--- config.mk ---
export PLATFORM = sky130hd
export DESIGN_NAME = alu_shift_pipe_flat
export DESIGN_NICKNAME = d
export VERILOG_FILES = /design/src/rtl/alu_shift_pkg.sv /design/src/rtl/alu_shift_if.sv /design/src/rtl/alu_shift_stage.sv /design/src/rtl/alu_shift_pipe.sv /design/src/flat_wrapper.sv
export SDC_FILE = /design/constraint.sdc
export NUM_CORES = 1
export LEC_CHECK = 0
export ABC_CLOCK_PERIOD_IN_PS = 7050
export CORE_MARGIN = 2
export CORE_UTILIZATION = 44
export CTS_BUF_LIST = sky130_fd_sc_hd__clkbuf_8
export CTS_CLUSTER_DIAMETER = 200
export DETAILED_ROUTE_END_ITERATION = 7
export PLACE_DENSITY = 0.63
export SKIP_LAST_GASP = 1
export SYNTH_ARGS = -nofsm -noshare
export SYNTH_HDL_FRONTEND = slang
export SYNTH_HIERARCHICAL = 1
export SYNTH_SLANG_ARGS = --single-unit
--- constraint.sdc ---
create_clock -name clk -period 7.05 [get_ports clk]
set_clock_uncertainty 0.15 [all_clocks]
set_input_delay 1.7625 -clock clk [delete_from_list [all_inputs] [get_ports clk]]
set_output_delay 1.7625 -clock clk [all_outputs]
set_load 0.02 [all_outputs]
--- src/rtl/alu_shift_pkg.sv ---
// Shared types for the pipelined barrel shifter.
package alu_shift_pkg;

    typedef enum logic [1:0] {
        OP_SRL = 2'b00,
        OP_SLL = 2'b01,
        OP_SRA = 2'b10,
        OP_ROR = 2'b11
    } op_e;

    localparam int unsigned OP_W = 2;

endpackage : alu_shift_pkg

--- src/rtl/alu_shift_if.sv ---
// Operand/result handshake bundle between the operand mux, the shifter and the result mux.
interface alu_shift_if
    import alu_shift_pkg::*;
#(
    parameter int unsigned N  = 32,
    parameter int unsigned SW = $clog2(N) + 1
) ();

    logic          in_valid;
    logic          in_ready;
    logic [N-1:0]  A;
    logic [SW-1:0] S;
    op_e           op;
    logic          out_valid;
    logic          out_ready;
    logic [N-1:0]  Z;

    modport master (
        output in_valid, A, S, op, out_ready,
        input  in_ready, out_valid, Z
    );

    modport slave (
        input  in_valid, A, S, op, out_ready,
        output in_ready, out_valid, Z
    );

endinterface : alu_shift_if

--- src/rtl/alu_shift_stage.sv ---
// One log-shifter step: shift or rotate by 2**K when en_i is set.
module alu_shift_stage
    import alu_shift_pkg::*;
#(
    parameter int unsigned N = 32,
    parameter int unsigned K = 0
) (
    input  logic [N-1:0] data_i,
    input  op_e          op_i,
    input  logic         en_i,
    input  logic         fill_i,
    output logic [N-1:0] data_o
);

    localparam int unsigned SH = 1 << K;

    // fill_i is already 0 for SRL, so both right shifts share one path
    always_comb begin
        data_o = data_i;
        if (en_i) begin
            case (op_i)
                OP_SRL, OP_SRA: data_o = {{SH{fill_i}}, data_i[N-1:SH]};
                OP_SLL:         data_o = {data_i[N-1-SH:0], {SH{1'b0}}};
                OP_ROR:         data_o = {data_i[SH-1:0], data_i[N-1:SH]};
                default:        data_o = data_i;
            endcase
        end
    end

endmodule : alu_shift_stage

--- src/rtl/alu_shift_pipe.sv ---
// Pipelined four-mode barrel shifter, one register per log stage, global stall.
module alu_shift_pipe
    import alu_shift_pkg::*;
#(
    parameter int unsigned N  = 32,
    parameter int unsigned SW = $clog2(N) + 1
) (
    input  logic        clk,
    input  logic        rst,
    alu_shift_if.slave  bus
);

    localparam int unsigned L = $clog2(N);

    typedef struct packed {
        logic          valid;
        op_e           op;
        logic [SW-1:0] amt;
        logic          fill;
        logic          ovf;
        logic [N-1:0]  data;
    } slot_t;

    slot_t        slot_q  [L];
    slot_t        slot_d  [L];
    slot_t        src     [L];
    logic [N-1:0] shifted [L];
    logic         advance;

    assign advance       = bus.out_ready || !slot_q[L-1].valid;
    assign bus.in_ready  = advance;
    assign bus.out_valid = slot_q[L-1].valid;
    assign bus.Z         = slot_q[L-1].data;

    // Stage inputs: operand bus for stage 0, previous register otherwise
    always_comb begin
        src[0].valid = bus.in_valid;
        src[0].op    = bus.op;
        src[0].amt   = bus.S;
        src[0].fill  = (bus.op == OP_SRA) ? bus.A[N-1] : 1'b0;
        src[0].ovf   = (bus.S >= SW'(N));
        src[0].data  = bus.A;
        for (int k = 1; k < L; k++) begin
            src[k] = slot_q[k-1];
        end
    end

    for (genvar k = 0; k < L; k++) begin : g_stage
        alu_shift_stage #(
            .N (N),
            .K (k)
        ) u_stage (
            .data_i (src[k].data),
            .op_i   (src[k].op),
            .en_i   (src[k].amt[k]),
            .fill_i (src[k].fill),
            .data_o (shifted[k])
        );
    end

    // Out-of-range shifts saturate to the fill pattern on entry to the last register
    always_comb begin
        for (int k = 0; k < L; k++) begin
            slot_d[k]      = src[k];
            slot_d[k].data = shifted[k];
        end
        if (src[L-1].ovf && (src[L-1].op != OP_ROR)) begin
            slot_d[L-1].data = {N{src[L-1].fill}};
        end
    end

    always_ff @(posedge clk) begin
        if (rst) begin
            for (int k = 0; k < L; k++) begin
                slot_q[k] <= '0;
            end
        end else if (advance) begin
            for (int k = 0; k < L; k++) begin
                slot_q[k] <= slot_d[k];
            end
        end
    end

endmodule : alu_shift_pipe

--- src/flat_wrapper.sv ---
// flat-port wrapper written by rule: the top's interface ports become plain ports
module alu_shift_pipe_flat import alu_shift_pkg::*;
#(
    parameter int unsigned N  = 32,
    parameter int unsigned SW = $clog2(N) + 1
)
  (clk, rst, bus_in_valid, bus_A, bus_S, bus_op, bus_out_ready, bus_in_ready, bus_out_valid, bus_Z);
  alu_shift_if #(.N(N), .SW(SW)) bus_i ();
  input  logic clk;
  input  logic rst;
  input wire logic [$bits(bus_i.in_valid)-1:0] bus_in_valid;
  input wire logic [$bits(bus_i.A)-1:0] bus_A;
  input wire logic [$bits(bus_i.S)-1:0] bus_S;
  input wire logic [$bits(bus_i.op)-1:0] bus_op;
  input wire logic [$bits(bus_i.out_ready)-1:0] bus_out_ready;
  output wire logic [$bits(bus_i.in_ready)-1:0] bus_in_ready;
  output wire logic [$bits(bus_i.out_valid)-1:0] bus_out_valid;
  output wire logic [$bits(bus_i.Z)-1:0] bus_Z;
  assign bus_i.in_valid = bus_in_valid;
  assign bus_i.A = bus_A;
  assign bus_i.S = bus_S;
  assign bus_i.op = bus_op;
  assign bus_i.out_ready = bus_out_ready;
  assign bus_in_ready = bus_i.in_ready;
  assign bus_out_valid = bus_i.out_valid;
  assign bus_Z = bus_i.Z;
  alu_shift_pipe #(.N(N), .SW(SW)) u_core (.clk(clk), .rst(rst), .bus(bus_i));
endmodule
==> flow_metrics.tcl <==
set metrics [dict create \
    die_h_um 169 \
    cp_data_required_time_ps 5140 \
    die_w_um 169 \
    synth_area_leaders "edfxtp_1, and2_1, o221ai_2" \
    wl_met3_um 409 \
    dp_hpwl_um 14000 \
    final.setup.worst_slack_ps 2190 \
    drv_cap 0 \
    power.share.switching_pct 25.7 \
    largestRegisters "u_core/slot_q x191" \
    critPathTopFamily "buffers and inverters" \
    post_cts_buffers 0 \
    vias_per_cell 5.17 \
    relSlewSlack_pct 20.5 \
    cp_slowest_cell "clkdlybuf4s50_1" \
    yosysTopAreaCellShare_pct 47.6 \
    yosysTopAreaCell "edfxtp_1" \
    critical_path_class "input pin to output port" \
    route.detailed.drc 0 \
    crit_start "bus_out_ready" \
    synth_flop_cell "edfxtp_1" \
    cpPeakStageDelay_ps 600 \
    crit_buf_inv 2 \
    synth.distinct_cells 43 \
    syn_area_per_cell_um2 10.5 \
    htree_levels 4 \
    ys_warn_count 6 \
    vias 7601 \
    tightest_slew_ps 1190 \
    largest_register_ffs 191 \
    cts_tree "yes" \
    p_sw_mw 0.611 \
    clockPowerShare_pct 31.0 \
    status "completed" \
    clk_pin_slew_ps 100 \
    tns_ps 0 \
    most-common-layout-cells "edfxtp_1, nand2_1, and2_1, inv_1, nand4b_1" \
    hp-start "u_core/slot_q[0][81]" \
    drt-met1-wl_um 9710 \
    antenna_found_initial 0 \
    hold_viol 0 \
    fp.coreArea_um2 26900 \
    min_path_type "register to register" \
    rsz0062_at_grt "no" \
    grt_max_degree 159 \
    synthArstFlopShare_pct 0 \
    ys_ff_latch 191 \
    grt_pass1_vias 6921 \
    yosysSeqAreaShare_pct 47.6 \
    clock_sinks 191 \
    period_share_pct 68.9 \
    clock-root-buffer "clkbuf_8" \
    p_leak_nw 4.48 \
    p_seq_share_pct 56.6 \
    dieArea_um2 28700 \
    synthesis.nets 1190 \
    internal-power_mw 1.77 \
    peakVddDrop_uv 109 \
    top_layer "met4" \
    cp-start-kind "input pin" \
    crit_top_cell "clkdlybuf4s50_1" \
    path_cells "clkdlybuf4s50_1, nand2b_4, clkdlybuf4s50_1" \
    stdcell_count 1469 \
    final.min_clock_period_ps 4860 \
    row_count 60 \
    drive_gt1_share_pct 10.9 \
    fillCellCount 2513 \
    diodes 0 \
    dp_slack_ps 2190 \
    num-nets-final 1159 \
    insertion_delay_ps 460 \
    io_buffers 77 \
    grt_pass1_wl_um 34700 \
    ctsHoldBuffers 0 \
    cts_buffers 17 \
    fmax_mhz 206 \
    cts_resized 0 \
    synth-edff-count 191 \
    setup_viol 0 \
    grt_usage_pct 14.8 \
    wire_per_inst_um 14.3 \
    drt_first_pass_iters 4 \
    met2_length_um 10600 \
    area_delta_synth_final_pct 6.08 \
    initial_utilization_pct 44.8 \
    timing.rr.start "u_core/slot_q[0][214]" \
    largest_register "u_core/slot_q" \
    synth.cell_area_um2 12000 \
    postSynthCellCount 1146 \
    crit_fanout 4 \
    cp.arrival_ps 2940 \
    end_kind "output port" \
    report.final.slew_viol_count 0 \
    routed_wl_um 21000 \
    io_pins 78 \
    final_common_cell "edfxtp_1" \
    place.gp.congestion 0.826 \
    drt_iter0_drc 513 \
    p_comb_share_pct 12.4 \
    dp.cells 1437 \
    drtAntennaViolNets 0 \
    power_density_nw_per_um2 186 \
    cts_buffer_depth 2 \
    overflow 0 \
]
## power by group through the flow
stage               combinational (mW)  sequential, mW  clock [mW]
floorplan                        0.250            1.36           0
global placement                 0.294            1.37           0
CTS                              0.298            1.35       0.754
global route                     0.329            1.35       0.802
finish                           0.295            1.35       0.738
detailed placement               0.297            1.37           0
## logic make-up (layout without fill, tap and decap cells)
kind of cell    count (synthesis)  count (layout)  share of synthesized area (%)
flops                         191             191                           47.6
buf+inv                       261             243                           11.9
compound gates                202             202                           16.0
simple gates                  461             461                           21.9
mux                            31              31                           2.58
## cell usage after synthesis, types with 2 or more instances
cell type / instances
edfxtp_1: 191
nand2_1: 164
and2_1: 159
inv_1: 121
nand4b_1: 82
o221ai_2: 53
a21oi_1: 48
buf_2: 41
buf_4: 39
nor2_1: 39
mux2i_1: 31
o221ai_1: 29
o22ai_1: 29
buf_6: 17
clkbuf_1: 16
clkbuf_2: 12
a31oi_4: 10
a21o_1: 8
o21ai_0: 8
a31oi_1: 6
buf_1: 6
buf_12: 5
a211oi_1: 4
nor2b_4: 3
a211oi_2: 2
and2b_4: 2
dlymetal6s2s_1: 2
nand2b_1: 2
nand2b_4: 2
o22ai_2: 2
## metal layers
metal	global-route usage, %	up-vias
met4	4.24	0
met3	2.05	17
li1	-	3954
met5	0	-
met2	26.0	99
met1	19.0	3531
## worst paths after layout
kind	slack (ps)	cells after the start	endpoint
max	2190	3	bus_in_ready
min	370	1	u_core/slot_q[0][124]
max reg2reg	4540	3	u_core/slot_q[0][92]
min reg2reg	370	1	u_core/slot_q[0][124]
## worst reg2reg max path, delay by kind of cell (launching register included)
| family | cells | cell delay [ps] |
|---|---|---|
| flip-flops | 1 | 450 |
| AND/OR/NAND/NOR | 2 | 920 |
| buffers and inverters | 1 | 530 |
## per-stage QoR
step / hold slack (ps) / util, % / instance area [um2] / power (mW)
2_1_floorplan: 347 / - / 12000 / 1.61
3_3_place_gp: 350 / 46.0 / 12400 / 1.67
3_5_place_dp: 353 / 46.0 / 12400 / 1.67
4_1_cts: 378 / 47.5 / 12800 / 2.40
5_1_grt: 396 / 47.5 / 12800 / 2.49
6_report: 374 / 47.5 / 12800 / 2.38
## layout make-up
cell class	count	area (um2)	area share, %
clock inverters	15	173	1.35
repair buffers	90	876	6.86
clock buffers	17	234	1.83
flip-flops and latches	191	5740	44.9
inverters	121	454	3.56
well taps	341	427	3.34
multi-input cells	694	4870	38.2
No activity file was read; power rests on OpenSTA's default activity.
